## src/rtl/gol_display_pkg.sv

```systemverilog
// Shared types and constants for the generation display/entry blocks:
// edit FSM encoding, BCD digit geometry and small BCD helpers.
package gol_display_pkg;

  typedef enum logic [1:0] {
    ST_IDLE    = 2'd0,
    ST_EDIT    = 2'd1,
    ST_CONVERT = 2'd2
  } fsm_state_t;

  localparam int DIGIT_W     = 4;
  localparam int NUM_DIGITS  = 4;
  localparam int CURSOR_W    = 2;
  localparam int MAX_DECIMAL = 9999;
  localparam int ACC_W       = 14;
  localparam int VALUE_W     = 16;
  localparam int NUM_BTNS    = 5;

  // Button indices, ordered so a higher index wins when presses coincide.
  localparam int BTN_RIGHT  = 0;
  localparam int BTN_LEFT   = 1;
  localparam int BTN_DOWN   = 2;
  localparam int BTN_UP     = 3;
  localparam int BTN_CENTER = 4;

  function automatic logic [DIGIT_W-1:0] bcd_inc(input logic [DIGIT_W-1:0] d);
    return (d >= 4'd9) ? 4'd0 : d + 4'd1;
  endfunction

  function automatic logic [DIGIT_W-1:0] bcd_dec(input logic [DIGIT_W-1:0] d);
    return (d == 4'd0 || d > 4'd9) ? 4'd9 : d - 4'd1;
  endfunction

  // acc*10 + d using shifts; acc never exceeds MAX_DECIMAL so 14 bits suffice.
  function automatic logic [ACC_W-1:0] mul10_add(input logic [ACC_W-1:0] acc,
                                                 input logic [DIGIT_W-1:0] d);
    return (acc << 3) + (acc << 1) + {{(ACC_W-DIGIT_W){1'b0}}, d};
  endfunction

endpackage

```

## src/rtl/generation_entry_if.sv

```systemverilog
// Button inputs and edit/commit outputs of generation_entry. value_valid is a
// one-cycle strobe with no ready: the consumer must take value_out that cycle.
interface generation_entry_if;
  import gol_display_pkg::*;

  logic                          btn_up;
  logic                          btn_down;
  logic                          btn_left;
  logic                          btn_right;
  logic                          btn_center;
  logic [DIGIT_W*NUM_DIGITS-1:0] digits;
  logic [CURSOR_W-1:0]           cursor;
  logic                          editing;
  logic [VALUE_W-1:0]            value_out;
  logic                          value_valid;
  fsm_state_t                    state;
  logic [NUM_BTNS-1:0]           btn_level;

  modport master (
    output btn_up, btn_down, btn_left, btn_right, btn_center,
    input  digits, cursor, editing, value_out, value_valid, state, btn_level
  );

  modport slave (
    input  btn_up, btn_down, btn_left, btn_right, btn_center,
    output digits, cursor, editing, value_out, value_valid, state, btn_level
  );
endinterface

```

## src/rtl/button_debouncer.sv

```systemverilog
// One pushbutton: 2-flop synchroniser, hold-time debounce and a registered
// one-cycle pulse on each debounced 0->1 transition.
module button_debouncer #(
  parameter int DEBOUNCE_CYCLES = 1_000_000,
  parameter int DB_CNT_W        = 20
) (
  input  logic clk,
  input  logic rst,
  input  logic btn_raw,
  output logic press_pulse,
  output logic level
);

  localparam logic [DB_CNT_W-1:0] CNT_LAST = DB_CNT_W'(DEBOUNCE_CYCLES - 1);

  logic [1:0]          r_sync;
  logic                r_level;
  logic                r_press;
  logic [DB_CNT_W-1:0] r_cnt;

  // The counter only advances while the synced input disagrees with the
  // debounced level; any agreement restarts the hold window.
  always_ff @(posedge clk) begin
    if (rst) begin
      r_sync  <= 2'b00;
      r_level <= 1'b0;
      r_press <= 1'b0;
      r_cnt   <= '0;
    end else begin
      r_sync  <= {r_sync[0], btn_raw};
      r_press <= 1'b0;
      if (r_sync[1] != r_level) begin
        if (r_cnt == CNT_LAST) begin
          r_level <= ~r_level;
          r_press <= ~r_level;
          r_cnt   <= '0;
        end else begin
          r_cnt <= r_cnt + 1'b1;
        end
      end else begin
        r_cnt <= '0;
      end
    end
  end

  assign press_pulse = r_press;
  assign level       = r_level;

endmodule

```

## src/rtl/generation_entry.sv

```systemverilog
// Pushbutton entry of a 4-digit BCD value with commit-time BCD->binary
// conversion and a one-cycle value_valid strobe.
module generation_entry
  import gol_display_pkg::*;
#(
  parameter int DEBOUNCE_CYCLES = 1_000_000,
  parameter int DB_CNT_W        = 20
) (
  input logic              clk,
  input logic              rst,
  generation_entry_if.slave bus
);

  logic [NUM_BTNS-1:0] w_raw;
  logic [NUM_BTNS-1:0] w_press;
  logic [NUM_BTNS-1:0] w_level;
  logic [NUM_BTNS-1:0] w_act;

  assign w_raw[BTN_RIGHT]  = bus.btn_right;
  assign w_raw[BTN_LEFT]   = bus.btn_left;
  assign w_raw[BTN_DOWN]   = bus.btn_down;
  assign w_raw[BTN_UP]     = bus.btn_up;
  assign w_raw[BTN_CENTER] = bus.btn_center;

  for (genvar g = 0; g < NUM_BTNS; g++) begin : g_btn
    button_debouncer #(
      .DEBOUNCE_CYCLES(DEBOUNCE_CYCLES),
      .DB_CNT_W       (DB_CNT_W)
    ) u_db (
      .clk        (clk),
      .rst        (rst),
      .btn_raw    (w_raw[g]),
      .press_pulse(w_press[g]),
      .level      (w_level[g])
    );
  end

  // One-hot select of the highest-priority press; the rest are dropped.
  always_comb begin
    w_act = '0;
    if      (w_press[BTN_CENTER]) w_act[BTN_CENTER] = 1'b1;
    else if (w_press[BTN_UP])     w_act[BTN_UP]     = 1'b1;
    else if (w_press[BTN_DOWN])   w_act[BTN_DOWN]   = 1'b1;
    else if (w_press[BTN_LEFT])   w_act[BTN_LEFT]   = 1'b1;
    else if (w_press[BTN_RIGHT])  w_act[BTN_RIGHT]  = 1'b1;
  end

  fsm_state_t                          r_state;
  logic [NUM_DIGITS-1:0][DIGIT_W-1:0] r_digits;
  logic [CURSOR_W-1:0]                 r_cursor;
  logic                                r_editing;
  logic [VALUE_W-1:0]                  r_value;
  logic                                r_valid;
  logic [ACC_W-1:0]                    r_acc;
  logic [1:0]                          r_step;
  logic [ACC_W-1:0]                    w_acc_next;

  // Most significant digit first: step 0 consumes d3, step 3 consumes d0.
  assign w_acc_next = mul10_add(r_acc, r_digits[2'd3 - r_step]);

  always_ff @(posedge clk) begin
    if (rst) begin
      r_state   <= ST_IDLE;
      r_digits  <= '0;
      r_cursor  <= 2'd3;
      r_editing <= 1'b0;
      r_value   <= '0;
      r_valid   <= 1'b0;
      r_acc     <= '0;
      r_step    <= 2'd0;
    end else begin
      r_valid <= 1'b0;
      case (r_state)
        ST_IDLE: begin
          if (w_act[BTN_CENTER]) begin
            r_state   <= ST_EDIT;
            r_cursor  <= 2'd3;
            r_editing <= 1'b1;
          end
        end
        ST_EDIT: begin
          if (w_act[BTN_CENTER]) begin
            r_state   <= ST_CONVERT;
            r_editing <= 1'b0;
            r_acc     <= '0;
            r_step    <= 2'd0;
          end else if (w_act[BTN_UP]) begin
            r_digits[r_cursor] <= bcd_inc(r_digits[r_cursor]);
          end else if (w_act[BTN_DOWN]) begin
            r_digits[r_cursor] <= bcd_dec(r_digits[r_cursor]);
          end else if (w_act[BTN_LEFT]) begin
            r_cursor <= r_cursor + 2'd1;
          end else if (w_act[BTN_RIGHT]) begin
            r_cursor <= r_cursor - 2'd1;
          end
        end
        ST_CONVERT: begin
          r_acc  <= w_acc_next;
          r_step <= r_step + 2'd1;
          if (r_step == 2'd3) begin
            r_value <= {2'b00, w_acc_next};
            r_valid <= 1'b1;
            r_state <= ST_IDLE;
          end
        end
        default: begin
          r_state   <= ST_IDLE;
          r_editing <= 1'b0;
        end
      endcase
    end
  end

  assign bus.digits      = r_digits;
  assign bus.cursor      = r_cursor;
  assign bus.editing     = r_editing;
  assign bus.value_out   = r_value;
  assign bus.value_valid = r_valid;
  assign bus.state       = r_state;
  assign bus.btn_level   = w_level;

endmodule
```

## src/flat_wrapper.sv

```systemverilog
// flat-port wrapper written by rule: the top's interface ports become plain ports
module generation_entry_flat import gol_display_pkg::*;
#(
  parameter int DEBOUNCE_CYCLES = 1_000_000,
  parameter int DB_CNT_W        = 20
)
  (clk, rst, bus_btn_up, bus_btn_down, bus_btn_left, bus_btn_right, bus_btn_center, bus_digits, bus_cursor, bus_editing, bus_value_out, bus_value_valid, bus_state, bus_btn_level);
  generation_entry_if bus_i ();
  input logic clk;
  input logic rst;
  input wire logic [$bits(bus_i.btn_up)-1:0] bus_btn_up;
  input wire logic [$bits(bus_i.btn_down)-1:0] bus_btn_down;
  input wire logic [$bits(bus_i.btn_left)-1:0] bus_btn_left;
  input wire logic [$bits(bus_i.btn_right)-1:0] bus_btn_right;
  input wire logic [$bits(bus_i.btn_center)-1:0] bus_btn_center;
  output wire logic [$bits(bus_i.digits)-1:0] bus_digits;
  output wire logic [$bits(bus_i.cursor)-1:0] bus_cursor;
  output wire logic [$bits(bus_i.editing)-1:0] bus_editing;
  output wire logic [$bits(bus_i.value_out)-1:0] bus_value_out;
  output wire logic [$bits(bus_i.value_valid)-1:0] bus_value_valid;
  output wire logic [$bits(bus_i.state)-1:0] bus_state;
  output wire logic [$bits(bus_i.btn_level)-1:0] bus_btn_level;
  assign bus_i.btn_up = bus_btn_up;
  assign bus_i.btn_down = bus_btn_down;
  assign bus_i.btn_left = bus_btn_left;
  assign bus_i.btn_right = bus_btn_right;
  assign bus_i.btn_center = bus_btn_center;
  assign bus_digits = bus_i.digits;
  assign bus_cursor = bus_i.cursor;
  assign bus_editing = bus_i.editing;
  assign bus_value_out = bus_i.value_out;
  assign bus_value_valid = bus_i.value_valid;
  assign bus_state = bus_i.state;
  assign bus_btn_level = bus_i.btn_level;
  generation_entry #(.DEBOUNCE_CYCLES(DEBOUNCE_CYCLES), .DB_CNT_W(DB_CNT_W)) u_core (.clk(clk), .rst(rst), .bus(bus_i));
endmodule
```

## config.mk

```make
export PLATFORM = sky130hd
export DESIGN_NAME = generation_entry_flat
export DESIGN_NICKNAME = d
export VERILOG_FILES = /design/src/rtl/gol_display_pkg.sv /design/src/rtl/generation_entry_if.sv /design/src/rtl/button_debouncer.sv /design/src/rtl/generation_entry.sv /design/src/flat_wrapper.sv
export SDC_FILE = /design/constraint.sdc
export NUM_CORES = 1
export LEC_CHECK = 0
export ABC_AREA = 1
export BUFFER_PORTS_ARGS = -buffer_cell sky130_fd_sc_hd__buf_4
export CORE_MARGIN = 2
export CORE_UTILIZATION = 43
export CTS_CLUSTER_DIAMETER = 100
export CTS_CLUSTER_SIZE = 40
export DETAILED_ROUTE_END_ITERATION = 16
export PLACE_DENSITY = 0.61
export SLEW_MARGIN = 10
export SYNTH_ARGS = -nofsm -noshare
export SYNTH_HDL_FRONTEND = slang
export SYNTH_SLANG_ARGS = --single-unit
```

## constraint.sdc

```tcl
create_clock -name clk -period 3.13 [get_ports clk]
set_input_delay 0.1565 -clock clk [delete_from_list [all_inputs] [get_ports clk]]
set_output_delay 0.1565 -clock clk [all_outputs]
set_load 0.02 [all_outputs]
```

==> results of run 1 <==
==> per-layer routing <==
| layer | vias to the layer above | global-route usage |
|---|---|---|
| li1 | 3963 | - |
| met5 | - | 0 |
| met1 | 3253 | 0.232 |
| met4 | 0 | 0.0568 |
| met2 | 87 | 0.299 |
| met3 | 18 | 0.0288 |
==> stage by stage <==
stage | cells | cell area, um^2 | utilization | hold WS, ps | setup slack, ps
after floorplan | 1200 | 8720 | - | 263 | 487
after global placement | 1491 | 9260 | 0.462 | 356 | 331
after detailed placement | 1491 | 9260 | 0.462 | 366 | 269
after CTS | 1526 | 9870 | 0.493 | 312 | 243
after global routing | 1526 | 9870 | 0.493 | 317 | 29.7
final | 1526 | 9870 | 0.493 | 285 | 257
==> cell usage after synthesis, types with 3 or more instances <==
cell	number	area share
sky130_fd_sc_hd__a211oi_1	4	0.0034
sky130_fd_sc_hd__a21oi_1	84	0.048
sky130_fd_sc_hd__a21oi_2	4	0.0040
sky130_fd_sc_hd__and3_1	3	0.0022
sky130_fd_sc_hd__buf_1	3	0.0013
sky130_fd_sc_hd__buf_2	13	0.0075
sky130_fd_sc_hd__buf_4	10	0.0086
sky130_fd_sc_hd__buf_6	3	0.0039
sky130_fd_sc_hd__clkbuf_1	3	0.0013
sky130_fd_sc_hd__dfxtp_1	171	0.39
sky130_fd_sc_hd__ha_1	31	0.044
sky130_fd_sc_hd__inv_1	153	0.066
sky130_fd_sc_hd__inv_2	9	0.0039
sky130_fd_sc_hd__nand2_1	231	0.099
sky130_fd_sc_hd__nand2_2	17	0.012
sky130_fd_sc_hd__nand2_4	3	0.0039
sky130_fd_sc_hd__nand3_1	67	0.038
sky130_fd_sc_hd__nand3_2	8	0.0092
sky130_fd_sc_hd__nand4_1	25	0.018
sky130_fd_sc_hd__nor2_1	148	0.064
sky130_fd_sc_hd__nor2_2	13	0.0093
sky130_fd_sc_hd__nor2_4	9	0.012
sky130_fd_sc_hd__nor3_1	34	0.020
sky130_fd_sc_hd__nor3b_1	12	0.010
sky130_fd_sc_hd__nor4_1	16	0.011
sky130_fd_sc_hd__o211ai_1	3	0.0026
sky130_fd_sc_hd__o21a_1	3	0.0026
sky130_fd_sc_hd__o21ai_0	44	0.025
sky130_fd_sc_hd__o21ai_1	8	0.0046
sky130_fd_sc_hd__o22ai_1	3	0.0022
sky130_fd_sc_hd__or2_2	5	0.0036
sky130_fd_sc_hd__xnor2_1	8	0.0080
sky130_fd_sc_hd__xor2_1	29	0.029
==> worst max-delay path by stage <==
stage                                        end  slack (ps)                           from
finish              u_core.r_acc[8]$_SDFFE_PP0P_         260  u_core.r_step[0]$_SDFFE_PP0P_
global route        u_core.r_acc[8]$_SDFFE_PP0P_          30  u_core.r_step[0]$_SDFFE_PP0P_
CTS                 u_core.r_acc[8]$_SDFFE_PP0P_         240  u_core.r_step[0]$_SDFFE_PP0P_
detailed placement  u_core.r_acc[8]$_SDFFE_PP0P_         270  u_core.r_step[0]$_SDFFE_PP0P_
global placement    u_core.r_acc[8]$_SDFFE_PP0P_         330  u_core.r_step[0]$_SDFFE_PP0P_
floorplan           u_core.r_acc[8]$_SDFFE_PP0P_         490  u_core.r_step[0]$_SDFFE_PP0P_
==> final cells by class <==
| class | instances | share of cell area |
|---|---|---|
| repair buffers | 58 | 0.0454 |
| inverters | 162 | 0.0616 |
| well taps | 270 | 0.0342 |
| flip-flops and latches | 171 | 0.347 |
| clock inverters | 9 | 0.00989 |
| clock buffers | 21 | 0.0467 |
| multi-input cells | 835 | 0.455 |
==> state kept, by name, indices dropped and copies added, names as in the netlist <==
name	count
u_core.r_acc	13
u_core.bus.editing	1
u_core.g_btn.u_db.level	5
u_core.g_btn.u_db.press_pulse	5
u_core.bus.digits	16
u_core.g_btn.u_db.r_cnt	100
u_core.bus.cursor	2
u_core.bus.state	2
u_core.r_step	2
u_core.bus.value_valid	1
u_core.g_btn.u_db.r_sync	10
u_core.bus.value_out	14
==> tightest hold or removal path, cell delays in order <==
cell and delay (ps):
sky130_fd_sc_hd__buf_4 80, sky130_fd_sc_hd__inv_1 220, sky130_fd_sc_hd__o21ai_0 150, sky130_fd_sc_hd__a21oi_1 50
==> power breakdown <==
| group | total, mW | switching (mW) | internal, mW | leakage (nW) |
|---|---|---|---|---|
| Clock | 2.02 | 0.825 | 1.20 | 0.278 |
| Combinational | 0.0584 | 0.0404 | 0.0180 | 2.40 |
| Sequential | 2.19 | 0.00426 | 2.18 | 1.38 |
| Total | 4.27 | 0.870 | 3.40 | 4.05 |
==> cell families (layout without fill, tap and decap cells) <==
family | count (synthesis) | after routing
fa+ha+maj | 33 | 33
xor+xnor | 37 | 37
buf+inv | 194 | 250
other cells | 1 | 2
flops | 171 | 171
simple gates | 603 | 603
compound gates | 160 | 160
==> results, run 1 <==
- During synthesis, Yosys emitted a total of 0 warnings.
- After the last flow step, the layout net total stands at 1,285.
- Wires add up to 18,100 um.
- The final-report max-slew violation count is 0.
- In this run the critical register-to-register path is captured at u_core.r_acc[8]$_SDFFE_PP0P_.
- The insertion delay of the later-clocked pin in the worst-skew pair is 430 ps.
- The fraction of registers with async set or reset after synthesis is 0.
- The deepest level of the CTS H-tree is 4.
- Counting every sink on the clock net gives 171.
- The class of the worst hold path is in -> reg.
- A synthesized cell averages 7.27 um^2.
- Once the clock tree was built, the resizer swapped 0 gates to a different size.
- The initial core utilization is 0.435.
- The longest clock path from root to sink contains 2 buffers.
- The routed design uses 8320 um of met2 wire.
- After synthesis, the largest family of logic cells by area is simple AND/OR/NAND/NOR gates.
- The type of origin of the critical path is a register.
- STA puts the critical path data arrival time at 3230 ps.
- The number of global-route vias before repair is 6,823.
- Across the routed clock network, the largest skew measured is 7.50 ps.
- The count of pins on the block boundary is 50.
- The most common cell after layout, fill and taps aside is sky130_fd_sc_hd__nand2_1.
- The number of antenna violations at the first check in global routing is 0.
- The fraction of the mapped netlist area in compound gates was 0.0990.
- The power after layout is 4.27 mW.
- After floorplanning, the core was divided into 52 placement rows.
- The highest fanout seen on the critical path is 11.
- After clock tree synthesis, the flow added hold-fix buffers numbering 5.
- The startpoint identified for the worst hold timing path is rst.
- For this run, the total global-route usage over all layers was measured as 0.177.
- The library cells used most frequently in the layout, excluding fill and tap cells, are sky130_fd_sc_hd__nand2_1, sky130_fd_sc_hd__dfxtp_1, sky130_fd_sc_hd__inv_1.
- The worst register-to-register path has a setup slack of 260 ps.
- The layout filler cell count is 2,029.
- The synthesized-area fraction occupied by xor and xnor cells is 0.0372.
- TritonCTS built the clock tree.
- The top cell family by delay on the critical path is adder cells.
- The number of instances on the worst hold path is 4.
- For the finished layout, the period the worst path requires is 2870 ps.
- The final weighted congestion in routability-driven placement is 0.807.
- The first global-routing pass estimated 31,600 um of wire.
- The hold violation count in the final report is 0.
- The overflow left after global routing is 0.
- The prevailing post-synth register cell is sky130_fd_sc_hd__dfxtp_1.
- The slowest library cell on the worst path is sky130_fd_sc_hd__fa_1.
- The floorplan step defined a core boundary enclosing 20,000 um^2.
- The detailed router put a total of 8930 um of wire on met1.
- The number of port buffers is 47.
- Detailed placement finished with a half-perimeter wire length of 13,100 um.
- The worst register-to-register path begins at u_core.r_step[0]$_SDFFE_PP0P_.
- The endpoint class of the critical path is a register.
- The share of the Yosys chip area taken by registers is 0.393.
- Synthesis produced 1,199 cells.
- The floorplan step defined a die boundary enclosing 21,400 um^2.
- The count of vias placed by the detailed router is 7,321.
- The number of cells on the worst reg-to-reg path is 12.
- For this run, design rule violations remaining after detail routing come to 0.
- The worst path required time is 3480 ps.
- The leakage power figure is 4.05 nW.
- Counting flops with a built-in enable in the synthesized netlist gives 0.
- Entering global routing, the biggest net connects 55 pins.
- The synthesized netlist occupies a cell area of 8720 um^2.
- The signal on the critical path passes through inv_2, nand2_1, a32o_1, fa_1, inv_1, fa_1, nand3_1, nand3_1, a21oi_1, xor2_1, nand2_1, a21oi_1.
- From bottom edge to top edge, the die measures 146 um.
- After the first detailed-routing iteration, the DRC count stood at 340.
- The number of setup buffers added after CTS is 0.
- Setup repair after global routing left no endpoint under its margin.
- The netlist uses 49 different library cells.
- The count of nets left with antenna violations after detail routing is 0.
- Dividing the detail-routed wire length by the instance count gives 11.9 um.
- In the detailed route, the total length drawn on met3 is 557 um.
- The clock root buffer is sky130_fd_sc_hd__clkbuf_16.
- The number of setup violations in the final report is 0.
- In the routed layout, each cell is associated on average with a via count of 4.80.
- Static timing analysis puts the maximum clock frequency at 348 MHz.
- The iteration count of the initial detailed-routing pass is 4.
- The number of clock buffers added by TritonCTS is 17.
- The floorplan step set the die width to 146 um.
- Across the VDD grid, the largest voltage drop is 0.341 mV.
- The cell depth of the worst setup path is 12.
- The sequential cells in the finished layout cover a total of 3420 um^2.
- The fraction of the mapped netlist area in simple logic gates is 0.329.
- The worst path buffer plus inverter count is 2.
- The share of layout cells above drive strength 1 is 0.126.
- At the pin with the least slew margin, the transition time is 812 ps.
- Measured against its own limit, the worst slew margin works out to 0.457.
- The end point of the worst hold path is u_core.bus.value_out[13]$_SDFFE_PP0P_.
- After synthesis the netlist holds a flip-flop and latch count of 171.
- The stage delay of the slowest cell on the critical path is 480 ps.
- The area used by multi-input combinational logic is 4490 um^2.
- The critical path in this run is classified as reg -> reg.
- Of the post-synthesis cell area, the part taken by muxes is 0.
- Signal routing reaches up to met4.
- The area growth from synthesis to layout is 13.2%.
- The post-synthesis adder-cell area fraction is 0.0491.
- Summed over all failing endpoints, the final setup total negative slack is 0 ps.
- In the finished design, the share of the clock period the worst path needs comes to 0.918.
- The power per standard cell area is 433 nW/um^2.
- The clock transition time at the flip-flop clock pins of the worst setup and hold paths is 60 ps.
- The count of maximum capacitance violations is 0.
- The flow ran to the end, and the final reports show no timing, DRC or antenna violations.
- The number of antenna diodes in the final layout is 0.
(Power assumes the default switching activity.)
==> inputs of run 2 (changes only) <==
--- a/config.mk
+++ b/config.mk
@@ -8,12 +8,12 @@
 export ABC_AREA = 1
 export BUFFER_PORTS_ARGS = -buffer_cell sky130_fd_sc_hd__buf_4
 export CORE_MARGIN = 2
-export CORE_UTILIZATION = 43
+export CORE_UTILIZATION = 45
 export CTS_CLUSTER_DIAMETER = 100
 export CTS_CLUSTER_SIZE = 40
 export DETAILED_ROUTE_END_ITERATION = 16
-export PLACE_DENSITY = 0.61
-export SLEW_MARGIN = 10
+export PLACE_DENSITY = 0.63
+export SLEW_MARGIN = 20
 export SYNTH_ARGS = -nofsm -noshare
 export SYNTH_HDL_FRONTEND = slang
 export SYNTH_SLANG_ARGS = --single-unit
==> results, run 2 (synthesized netlist as in run 1, its figures left out) <==
- The number of instances on the worst hold path is 3 (-1).
- The tree is rooted in a sky130_fd_sc_hd__clkbuf_16.
- The wire length of the first global-routing pass came to 31,500 um (-0.33%).
- The count of vias placed by the detailed router is 7,461 (+1.9%).
- The antenna diode count is 0 (unchanged).
- The overflow left after global routing came to 0 (unchanged).
- The type of origin of the critical path is a register.
- The endpoint class of the critical path is a register.
- The routed length per instance is 12.1 um (+1.8%).
- The number of clock buffers inserted by TritonCTS is 17 (unchanged).
- The class of the worst hold path is in -> reg.
- The time the final worst path needs with I/O delays and setup is 2860 ps (-16.5 ps).
- The hold violation count in the final report came to 0 (unchanged).
- The initial core utilization was 0.463 (+0.0279).
- The run finished with clean final reports.
- The die outline height is 143 um (-2.2%).
- The count of maximum capacitance violations is 0 (unchanged).
- The total number of clock tree sinks came to 171 (unchanged).
- The pin count of the biggest net entering global routing came to 55 (unchanged).
- The minimum setup slack in the final design is 273 ps (+16.5 ps).
- The number of cell instances on the worst register-to-register path is 12 (unchanged).
- The final-report max-slew violation count is 0 (unchanged).
- The number of antenna violations at the first check in global routing is 0 (unchanged).
- The fmax was 350 MHz (+0.58%).
- The buffers inserted during post-CTS setup optimization is 0 (unchanged).
- The full die area is 20,500 um^2 (-4.3%).
- The critical path data arrival time is 3210 ps (-20 ps).
- The power per standard cell area is 455 nW/um^2 (+5.3%).
- The maximum clock insertion buffer count is 2 (unchanged).
- The highest fanout seen on the critical path is 7 (-4).
- The signal on the critical path passes through inv_1, a21oi_1, a32o_1, fa_1, inv_1, fa_1, nand3_1, nand3_1, a21oi_1, xor2_1, nand2_1, a21oi_1.
- The type of the worst setup path is reg -> reg.
- The count of nets left with antenna violations after detail routing was 0 (unchanged).
- The width of the die came to 143 um (-2.2%).
- The worst-case headroom to the max-slew limit is 0.477 (+0.0194).
- The setup skew after layout is 7.53 ps (+0.0339 ps).
- The count of pins on the block boundary is 50 (unchanged).
- The number of global-route vias before repair is 6,814 (-0.13%).
- The top cell types in the final layout, fill and taps aside, are sky130_fd_sc_hd__nand2_1, sky130_fd_sc_hd__dfxtp_1, sky130_fd_sc_hd__inv_1.
- The overall global routing resource usage is 0.189 (+0.0116).
- The portion of the clock cycle consumed by the worst path in the final layout is 0.913 (-0.00528).
- The number of flip-flops under the largest register name is 100 (unchanged).
- The register ranked first by flip-flop count is u_core.g_btn.u_db.r_cnt.
- The average vias per placed instance is 4.92 (+2.5%).
- The number of port buffers came to 47 (unchanged).
- The count of routing violations after the opening detailed-route iteration is 376 (+11%).
- The leakage power figure is 4.07 nW (+0.44%).
- The stage delay of the slowest cell on the critical path is 470 ps (about the same).
- The deepest level of the CTS H-tree is 4 (unchanged).
- The share of layout cells above drive strength 1 is 0.128 (+0.00229).
- The final weighted congestion in routability-driven placement is 0.828 (+2.5%).
- Setup repair after global routing left no endpoint under its margin.
- The core area is 18,800 um^2 (-6.0%).
- The number of setup violations in the final report is 0 (unchanged).
- The worst path required time is 3490 ps (about the same).
- On the critical path, the stage with the largest delay is an instance of sky130_fd_sc_hd__fa_1.
- The most common cell type on the critical path is sky130_fd_sc_hd__a21oi_1.
- The iteration count of the initial detailed-routing pass is 5 (+1).
- The insertion delay of the later-clocked pin in the worst-skew pair is 420 ps (about the same).
- The TritonCTS clock tree is done.
- The pre-CTS setup slack is 280 ps (+10.8 ps).
- Relative to the synthesized area, the layout overhead comes to 13.9%.
- The number of DRC violations after detailed routing was 0 (unchanged).
- The detailed-route wire length is 18,300 um (+1.2%).
- The number of nets in the layout was 1,284 (-0.078%).
- The number of placement rows is 50 (-3.8%).
- The post-detailed-placement half-perimeter wirelength is 13,200 um (+0.96%).
- The total negative setup slack came to 0 ps (unchanged).
- The clock transition time at the flip-flop clock pins of the worst setup and hold paths came to 70 ps (about the same).
- The worst-case vdd ir drop was 0.335 mV (-1.9%).
- The transition time of the tightest slew-check pin is 783 ps (-29.1 ps).
- Leaving out fill and tap cells, the most frequent cell in the layout is sky130_fd_sc_hd__nand2_1.
run 2: critical path: cells and delay by family, from the launching register on:
kind | cells | cell delay (ps)
adders and majority gates | 2 | 940
AOI/OAI and AO/OA | 4 | 650
DFF | 1 | 350
and+or+nand+nor | 3 | 340
buffers and inverters | 2 | 290
xor gates and xnor gates | 1 | 210
run 2: worst paths after layout:
check                                                          startpoint                                         to  slack, ps
worst min register to register  u_core.g_btn[0].u_db.r_sync[0]$_SDFF_PP0_  u_core.g_btn[0].u_db.r_sync[1]$_SDFF_PP0_        400
worst max register to register              u_core.r_step[1]$_SDFFE_PP0P_               u_core.r_acc[8]$_SDFFE_PP0P_        270
worst max-delay path                        u_core.r_step[1]$_SDFFE_PP0P_               u_core.r_acc[8]$_SDFFE_PP0P_        270
worst min-delay path                                                  rst  u_core.g_btn[2].u_db.r_sync[1]$_SDFF_PP0_        350
run 2: metrics by stage:
step	util	instances	hold WS (ps)	total power, mW	area [um^2]
after floorplan	-	1200	263	2.27	8720
after global placement	0.491	1480	366	2.29	9240
after detailed placement	0.491	1480	374	2.29	9240
after CTS	0.528	1517	343	4.58	9930
after global routing	0.528	1517	365	4.67	9930
final	0.528	1517	352	4.52	9930
run 2: report_power, final:
part | internal (mW) | switching, mW
Sequential | 2.18 | 0.00440
Combinational | 0.0176 | 0.0394
Clock | 1.39 | 0.893
Total | 3.59 | 0.937
run 2: cell type report:
cell class / instances / area, um^2
sequential: 171 / 3420
multi-input combinational: 835 / 4490
clock buffer: 20 / 457
fill: 1870 / 8900
timing repair buffer: 57 / 440
tap: 260 / 325
inverter: 162 / 608
clock inverter: 12 / 185
run 2: repair_timing:
item / CTS / global route
endpoints found under the hold margin: 5 / 0
hold buffers: 5 / 0
setup endpoints to repair: 0 / 1
gates resized for setup: 0 / 1
run 2: per-layer routing:
layer / vias to the layer above / track usage / share of wire
met4: 0 / 0.0459 / 0.0090
met3: 11 / 0.0382 / 0.037
li1: 3961 / - / -
met5: - / 0 / 0
met1: 3384 / 0.247 / 0.48
met2: 105 / 0.318 / 0.48
==> inputs of run 3 (changes only) <==
--- a/config.mk
+++ b/config.mk
@@ -7,12 +7,14 @@
 export LEC_CHECK = 0
 export ABC_AREA = 1
 export BUFFER_PORTS_ARGS = -buffer_cell sky130_fd_sc_hd__buf_4
+export CELL_PAD_IN_SITES_DETAIL_PLACEMENT = 0
+export CELL_PAD_IN_SITES_GLOBAL_PLACEMENT = 1
 export CORE_MARGIN = 2
 export CORE_UTILIZATION = 45
 export CTS_CLUSTER_DIAMETER = 100
 export CTS_CLUSTER_SIZE = 40
 export DETAILED_ROUTE_END_ITERATION = 16
-export PLACE_DENSITY = 0.63
+export PLACE_DENSITY = 0.81
 export SLEW_MARGIN = 20
 export SYNTH_ARGS = -nofsm -noshare
 export SYNTH_HDL_FRONTEND = slang
==> results, run 3 (synthesized netlist as in run 1, its figures left out) <==
- The flow ran to the end, and the final reports show no timing, DRC or antenna violations.
- The count of maximum capacitance violations was 0 (unchanged).
- The count of vias placed by the detailed router was 7,397 (-0.86%).
- The total net switching power is 919 uW (-1.9%).
- The setup path with the least slack is of type reg -> reg.
- The capture instance of the worst register-to-register path is u_core.r_acc[8]$_SDFFE_PP0P_.
- The count of pins on the block boundary came to 50 (unchanged).
- The routed length per instance is 12.2 um (+1.1%).
- The number of cells in the design after placement came to 1,481 (+0.068%).
- The clock transition time at the flip-flop clock pins of the worst setup and hold paths is 70 ps (about the same).
- The highest fanout seen on the critical path was 11 (+4).
- The buffers inserted during post-CTS setup optimization was 0 (unchanged).
- The net switching share of the total power is 0.201 (-0.00607).
- The number of setup violations in the final report is 0 (unchanged).
- The worst register-to-register path begins at u_core.r_step[0]$_SDFFE_PP0P_.
- The critical path data arrival time is 3180 ps (-30 ps).
- The count of nets left with antenna violations after detail routing was 0 (unchanged).
- The part of the power in combinational logic was 0.013 (about the same).
- The worst hold path belongs to the class in -> reg.
- STA classifies the critical path startpoint as a register.
- The final-report max-slew violation count was 0 (unchanged).
- The transition time of the tightest slew-check pin was 774 ps (-8.38 ps).
- The final weighted congestion in routability-driven placement is 0.800 (-3.3%).
- The number of DRC violations after detailed routing is 0 (unchanged).
- The number of antenna violations at the first check in global routing is 0 (unchanged).
- The number of clock buffers inserted by TritonCTS is 17 (unchanged).
- The stage delay of the slowest cell on the critical path was 480 ps (about the same).
- The number of flip-flops under the largest register name came to 100 (unchanged).
- The worst-case vdd ir drop is 0.413 mV (+23%).
- The register ranked first by flip-flop count is u_core.g_btn.u_db.r_cnt.
- The maximum clock insertion buffer count is 2 (unchanged).
- The iteration count of the initial detailed-routing pass is 4 (-1).
- The clock share of power is 0.509 (+0.005).
- The number of global-route vias before repair is 6,859 (+0.66%).
- The TritonCTS clock tree is done.
- The summed area of non-filler cells in the final layout is 9950 um^2 (+0.14%).
- The cell depth of the worst setup path was 12 (unchanged).
- The library cell used most frequently in the layout, excluding fill and tap cells, is sky130_fd_sc_hd__nand2_1.
- The total negative setup slack is 0 ps (unchanged).
- The initial core utilization came to 0.463 (unchanged).
- The leakage power figure is 4.09 nW (+0.57%).
- Setup repair after global routing left no endpoint under its margin.
- The deepest level of the CTS H-tree was 4 (unchanged).
- The insertion delay of the later-clocked pin in the worst-skew pair was 420 ps (about the same).
- The power per standard cell area was 460 nW/um^2 (+0.91%).
- The number of port buffers is 47 (unchanged).
- The wire length of the first global-routing pass came to 31,900 um (+1.2%).
- The worst-case headroom to the max-slew limit is 0.482 (+0.00560).
- The number of cell instances on the worst register-to-register path is 12 (unchanged).
- The post-detailed-placement half-perimeter wirelength is 13,300 um (+0.61%).
- The total number of clock tree sinks is 171 (unchanged).
- The number of placement rows is 50 (unchanged).
- Walking the worst path, the cells encountered are inv_2, nand2_1, a32o_1, fa_1, inv_1, fa_1, nand3_1, nand3_1, a21oi_1, xor2_1, nand2_1, a21oi_1.
- The number of instances on the worst hold path is 3 (unchanged).
- The end point of the worst hold path is u_core.bus.cursor[0]$_SDFFE_PP1P_.
- The detailed-route wire length is 18,500 um (+1.1%).
- The pin count of the biggest net entering global routing is 55 (unchanged).
- The portion of the clock cycle consumed by the worst path in the final layout is 0.903 (-0.00982).
- The width of the die is 143 um (unchanged).
- The overall global routing resource usage came to 0.192 (+0.00309).
- The power after layout is 4.57 mW (+1.1%).
- The antenna diode count was 0 (unchanged).
- The kind of cell with the highest combined delay along the critical path is adder cells.
- The setup skew after layout was 6.21 ps (-1.32 ps).
- The total placed instance area is 9250 um^2 (about the same).
- The share of layout cells above drive strength 1 is 0.129 (+0.000796).
- The layout overhead on the synthesized area is 14.1%.
- The average vias per placed instance is 4.88 (-0.86%).
- The final core area utilization is 0.528 (+0.000731).
- The overflow left after global routing came to 0 (unchanged).
- The core area is 18,800 um^2 (unchanged).
- The time the final worst path needs with I/O delays and setup was 2830 ps (-30.7 ps).
- The hold violation count in the final report was 0 (unchanged).
- The fmax is 354 MHz (+1.1%).
- The die outline height is 143 um (unchanged).
- The slack of the worst reg-to-reg path was 300 ps (+30 ps).
- The slowest library cell on the worst path is sky130_fd_sc_hd__fa_1.
- The filler-free cell count of the finished design came to 1,517 (unchanged).
- The tree is rooted in a sky130_fd_sc_hd__clkbuf_16.
- The worst path required time is 3480 ps (about the same).
- The share of total power in sequential cells came to 0.479 (-0.004).
- The source of the worst hold timing path is rst.
- The worst path buffer plus inverter count was 2 (unchanged).
- The count of routing violations after the opening detailed-route iteration is 279 (-26%).
- The number of nets in the layout is 1,285 (+0.078%).
- The top cell types in the final layout, fill and taps aside, are sky130_fd_sc_hd__nand2_1, sky130_fd_sc_hd__dfxtp_1, sky130_fd_sc_hd__inv_1.
- The endpoint class of the critical path is a register.
- The full die area came to 20,500 um^2 (unchanged).
- The internal power is 3.65 mW (+1.8%).
[run 3: changes by cell type in the layout (fill, tap and decap cells not counted)]
cell	previous run	this run
sky130_fd_sc_hd__clkinv_2	0	4
sky130_fd_sc_hd__clkinvlp_4	4	1
sky130_fd_sc_hd__inv_6	2	0
sky130_fd_sc_hd__buf_4	52	53
sky130_fd_sc_hd__bufinv_16	4	5
sky130_fd_sc_hd__clkbuf_1	1	0
[run 3: stage by stage]
| step | worst slack (ps) | hold WS [ps] |
|---|---|---|
| after floorplan | 487 | 263 |
| after global placement | 303 | 358 |
| after detailed placement | 279 | 365 |
| after CTS | 253 | 297 |
| after global routing | 81.0 | 325 |
| final | 304 | 313 |
[run 3: timing repair]
| action | CTS | global route |
|---|---|---|
| endpoints found under the hold margin | 5 | 0 |
| setup endpoints to repair | 0 | 1 |
| hold buffers | 5 | 0 |
| gates resized for setup | 0 | 1 |
[run 3: area by class of cell]
| cell class | instances | area (um^2) |
|---|---|---|
| inverter | 162 | 608 |
| timing repair buffer | 58 | 448 |
| fill | 1868 | 8880 |
| tap | 260 | 325 |
| multi-input combinational | 835 | 4490 |
| sequential | 171 | 3420 |
| clock inverter | 12 | 195 |
| clock buffer | 19 | 453 |
[run 3: power by group through the flow]
stage | registers (mW) | logic (mW) | clock network, mW
after floorplan | 2.24 | 0.0384 | 0
after global placement | 2.24 | 0.0538 | 0
after detailed placement | 2.24 | 0.0544 | 0
after CTS | 2.19 | 0.0594 | 2.38
after global routing | 2.19 | 0.0658 | 2.45
final | 2.19 | 0.0580 | 2.33
[run 3: how the worst max path moves through the flow]
stage | slack, ps | from | endpoint
after global placement | 300 | u_core.r_step[0]$_SDFFE_PP0P_ | u_core.r_acc[8]$_SDFFE_PP0P_
after detailed placement | 280 | u_core.r_step[0]$_SDFFE_PP0P_ | u_core.r_acc[8]$_SDFFE_PP0P_
after CTS | 250 | u_core.r_step[0]$_SDFFE_PP0P_ | u_core.r_acc[8]$_SDFFE_PP0P_
after floorplan | 490 | u_core.r_step[0]$_SDFFE_PP0P_ | u_core.r_acc[8]$_SDFFE_PP0P_
final | 300 | u_core.r_step[0]$_SDFFE_PP0P_ | u_core.r_acc[8]$_SDFFE_PP0P_
after global routing | 80 | u_core.r_step[1]$_SDFFE_PP0P_ | u_core.r_acc[8]$_SDFFE_PP0P_
[run 3: layer usage]
layer  vias to the layer above  part of all wire  global-route usage
met4                         0             0.013              0.0578
met3                        14             0.028              0.0295
met2                        83              0.46               0.320
met1                      3340              0.50               0.256
li1                       3960                 -                   -
met5                         -                 0                   0
[run 3: worst reg2reg max path, cell delays in order, from the launching register on]
cell and delay [ps]:
sky130_fd_sc_hd__dfxtp_2 380, sky130_fd_sc_hd__inv_2 170, sky130_fd_sc_hd__nand2_1 70, sky130_fd_sc_hd__a32o_1 240, sky130_fd_sc_hd__fa_1 480, sky130_fd_sc_hd__inv_1 70
sky130_fd_sc_hd__fa_1 480, sky130_fd_sc_hd__nand3_1 110, sky130_fd_sc_hd__nand3_1 130, sky130_fd_sc_hd__a21oi_1 190, sky130_fd_sc_hd__xor2_1 230, sky130_fd_sc_hd__nand2_1 80
sky130_fd_sc_hd__a21oi_1 120
